`config.mk`:
```
export PLATFORM = sky130hd
export DESIGN_NAME = inc16
export DESIGN_NICKNAME = d
export VERILOG_FILES = /design/src/rtl/inc16.sv
export SDC_FILE = /design/constraint.sdc
export NUM_CORES = 1
export LEC_CHECK = 0
export CAP_MARGIN = 20
export CORE_UTILIZATION = 30
export DETAILED_ROUTE_END_ITERATION = 7
export HOLD_SLACK_MARGIN = 0.03
export SLEW_MARGIN = 15
export SYNTH_ARGS = -nofsm -noshare
export SYNTH_HDL_FRONTEND = slang
export SYNTH_SLANG_ARGS = --single-unit
```
`constraint.sdc`:
```
create_clock -name clk -period 8.2 [get_ports clk]
set_clock_uncertainty 0.2 [all_clocks]
set_input_delay 1.23 -clock clk [delete_from_list [all_inputs] [get_ports clk]]
set_output_delay 1.23 -clock clk [all_outputs]
set_load 0.01 [all_outputs]
```
`src/rtl/inc16.sv`:
```
// Registered 16-bit incrementer built from a half-adder ripple chain.
// Define INC16_OVF_FLAG_EN to add the registered signed-overflow output ovf.
module inc16 (
    input  logic        clk,
    input  logic        rst_n,
    input  logic        in_valid,
    input  logic [15:0] in_a,
    output logic        out_valid,
    output logic [15:0] out,
    output logic        carry
`ifdef INC16_OVF_FLAG_EN
    ,
    output logic        ovf
`endif
);

    logic [16:0] c;
    logic [15:0] sum;

    // Carry-in of one makes the chain an incrementer.
    always_comb begin
        c      = '0;
        sum    = '0;
        c[0]   = 1'b1;
        for (int i = 0; i < 16; i++) begin
            sum[i]   = in_a[i] ^ c[i];
            c[i + 1] = in_a[i] & c[i];
        end
    end

    always_ff @(posedge clk) begin
        if (!rst_n) begin
            out       <= '0;
            out_valid <= 1'b0;
            carry     <= 1'b0;
        end else begin
            out_valid <= in_valid;
            if (in_valid) begin
                out   <= sum;
                carry <= c[16];
            end
        end
    end

`ifdef INC16_OVF_FLAG_EN
    always_ff @(posedge clk) begin
        if (!rst_n) begin
            ovf <= 1'b0;
        end else if (in_valid) begin
            ovf <= ~in_a[15] & sum[15];
        end
    end
`endif

endmodule

```
**After elaboration in Yosys (flattened, before gate mapping)**

Cells that the tools add are included.

- Logic and storage cells: 34
- Bits in writable memories: 0
- Bits in read-only memories: 0
- Output and inout port bits: 18
- Memories: 0
- Input port bits: 19
- Bits in latches: 0
- Flip-flop bits (word level): 18

- Bitwise gates (word level): 31
- Reductions and logical operators: 0
- Divide/modulo/power cells: 0
- Mux-type cells: 0
- Multiply operators: 0
- Equal/unequal tests: 0
- Add/subtract/negate cells: 0
- $lt $le $gt $ge: 0
- Shifts and indexed selects: 0

Operator list:

| operator | number |
|---|---|
| bitwise AND 1 bit | 15 |
| XOR 1 bit | 15 |
| inverter 1 bit | 1 |

**Depth between registers and ports, before layout**

- Word-level depth: 15
- Gate-level depth with buffers: 17
- Gate-level depth less buffers: 17

**Worst setup path after synthesis**

OpenSTA, ideal clock, no wires.

- Kind: input port to flip-flop
- From: in in_a[0]
- To: reg out[15]
- Setup time: 0.116 ns
- Cell stages on the path: 17
- Path slack: 3.826 ns
- Arrival time: 4.058 ns
- Path buffers: 0
- Cells stage by stage: ha_1 > ha_1 > ha_1 > ha_1 > ha_1 > ha_1 > ha_1 > ha_1 > ha_1 > ha_1 > ha_1 > ha_1 > ha_1 > ha_1 > ha_1 > mux2i_1 > nor2b_1

- Longest elaborated chain between the ends: 15

Ends and longest elaborated chain:

| what | RTL line | text |
|---|---|---|
| start, declared | 7 | `input logic [15:0] in_a,` |
| bitwise AND 1 bit (14 in series) | 27 | `c[i + 1] = in_a[i] & c[i];` |
| XOR 1 bit | 26 | `sum[i] = in_a[i] ^ c[i];` |
| via sum[15] | 18 | `logic [15:0] sum;` |
| end signal, assigned | 39 | `out <= sum;` |
| end, declared | 9 | `output logic [15:0] out,` |

The timed path passes the listed nets, and every way through them passes these cells.
A chain may end at the register's enable or synchronous reset.

**Final worst setup path**

Same ends and word-level chain as after synthesis.

==> impl_results.md <==
- Max Slew Vio Count: 0
- Top cells by area, synth: dfxtp_1, ha_1, mux2i_1
- Ant diodes: 0
- Layout cells sized above 1: 4.63%
- Vias per cell: 4.40
- Initial DRT Pass Iterations: 2
- Critical path endpoint category: flop
- Final core occ: 46.3%
- Mapped Cells: 71
- Final hold vios: 0
- Placed insts: 135
- Initial DRC count: 2
- Post-CTS setup buffer count: 0
- Post-CTS Resized: 0
- Count of cell types in the netlist: 10
- Core Footprint: 2730 um^2
- Seq/Total Area, Yosys: 41.7%
- Reg-to-reg endpoint: out[4]$_SDFFE_PN0P_
- Grt ovf: 0
- Clock sinks: 18
- Syn Nets: 105
- Worst r2r src: out[4]$_SDFFE_PN0P_
- Drt wl/cell: 11.8 um
- CTS tree: built
- Netlist Area Pre-Place: 865 um^2
- Crit path DAT: 4690 ps
- Fmax: 0.213 GHz
- Die area: 3100 um^2
- Htree depth: 1
- Hold WC Path Type: reg2reg
- #FFs+latches synth: 18
- Site Rows: 19
- Setup TNS: 0 ps
- Vias in the first global route: 662
- CTS Root Cell: clkbuf_4
- Max cap viols: 0
- GRT Util Overall: 11.4%
- Headroom to the max-slew limit: 31.1%
- Remaining DRCs: 0
- Leakage: 0.574 nW
- Initial antenna violation count: 0
- Crit path kind: in2reg
- Post-layout nets: 143
- Clk pin slew, worst setup/hold paths: 110 ps
- Global-route wire length before repair: 2.73 mm
- Finished Layout Cells: 139
- Share of the synthesized area in the top cell type: 41.7%
- Initial cell density of the core: 31.6%
- Post-DP HPWL: 1.18 mm
- HP Start: out[0]$_SDFFE_PN0P_
- I/O pins: 37
- Routed Antenna Nets: 0
- CTS Buffer Depth: 2
- Final period utilization: 57.3%
- Largest net degree at the start of global routing: 20
- Tmin final: 4700 ps
- Most frequent cells in the layout: clkdlybuf4s50_1, dfxtp_1, mux2i_1, nor2b_1, ha_1
- Die X: 55.7 um
- WHS Path Cells: 1
- Peak VDD IR: 0.0833 mV
- Reg-to-reg setup timing slack: 7370 ps
- Outcome: complete, no violations
- PwrDens: 149 nW/um^2
- RSZ-0062 raised after global routing: false
- Cell taking the most area after synthesis: dfxtp_1
- Synth warn: 0
- Total wire length: 1.64 mm
- Placer congestion estimate: 0.645
- Final setup fails: 0
- CP startpoint kind: input pin
- DR vias: 612
- CP required: 8190 ps
- Crit-path max FO: 2
- Slew of the pin with the lowest slew margin: 1030 ps
- Commonest non-fill, non-tap cell in the layout: clkdlybuf4s50_1
- P&R area growth vs syn: 46.3%
- Hold Crit Endpoint: out[0]$_SDFFE_PN0P_
- Vert. Die Dim: 55.7 um
- Hold buffer count at cts: 0
- R2R depth: 2
- TritonCTS Buffers: 3
- Worst-Skew Late Latency: 290 ps
- # port buffers: 36
- Synthesized area per cell: 12.2 um^2
-- logic make-up after synthesis --
logic type	share of synthesized area [%]
adders and majority gates	21.7
buffers and inverters	4.05
and+or+nand+nor	12.9
DFF	41.7
muxes	18.5
AOI/OAI and AO/OA	1.16
-- per-layer routing --
layer  global-route usage, %  routed length, um
met5                       0                  0
met4                    6.43                 16
met3                    3.26                116
met2                    19.4                764
met1                    12.7                741
-- cell type report --
type                            instances  area (um^2)
Fill cell                             254         1470
Timing Repair Buffer                   36          360
Sequential cell                        18          360
Multi-Input combinational cell         50          469
Tap cell                               31         38.8
Clock buffer                            4         36.3
-- worst max-delay path by stage --
stage	start	endpoint	slack, ps	cells past startpoint
floorplan	in_a[0]	out[15]$_SDFFE_PN0P_	3830	17
global placement	in_a[0]	out[15]$_SDFFE_PN0P_	3190	18
finish	in_a[0]	out[15]$_SDFFE_PN0P_	3500	18
global route	in_a[0]	out[15]$_SDFFE_PN0P_	3320	18
detailed placement	in_a[0]	out[15]$_SDFFE_PN0P_	3130	18
CTS	in_a[0]	out[15]$_SDFFE_PN0P_	3470	18
-- through the flow --
step           total power [mW]  setup WS (ps)  instance area, um^2  hold WS, ps
2_1_floorplan             0.114           3830                  865          319
3_3_place_gp              0.134           3190                 1230          268
3_5_place_dp              0.135           3130                 1230          269
4_1_cts                   0.193           3470                 1260          301
5_1_grt                   0.198           3320                 1260          317
6_report                  0.188           3500                 1260          295
-- power breakdown --
part / internal [mW] / leakage [nW] / switching, mW
combinational: 0.0239 / 0.405 / 0.0131
clock: 0.0270 / 0.0210 / 0.0290
sequential: 0.0927 / 0.149 / 0.00257
-- critical path, cell delays in order --
cell and delay [ps]:
clkdlybuf4s50_1 430, ha_1 220, ha_1 180, ha_1 190, ha_1 180, ha_1 180, ha_1 180, ha_1 180
ha_1 180, ha_1 180, ha_1 170, ha_1 180, ha_1 190, ha_1 180, ha_1 180, ha_1 280
mux2i_1 130, nor2b_1 70
-- registers in the layout, indices dropped and copies added (netlist names) --
signal	flops
out_valid	1
carry	1
out	16
-- synthesized netlist by cell type --
library cell / instances
nand2_1: 1
o211a_1: 1
buf_12: 1
buf_6: 1
ha_1: 15
and2_2: 1
mux2i_1: 16
nor2b_1: 16
clkbuf_1: 1
dfxtp_1: 18
Note: power is estimated with default switching activity, not from simulation.
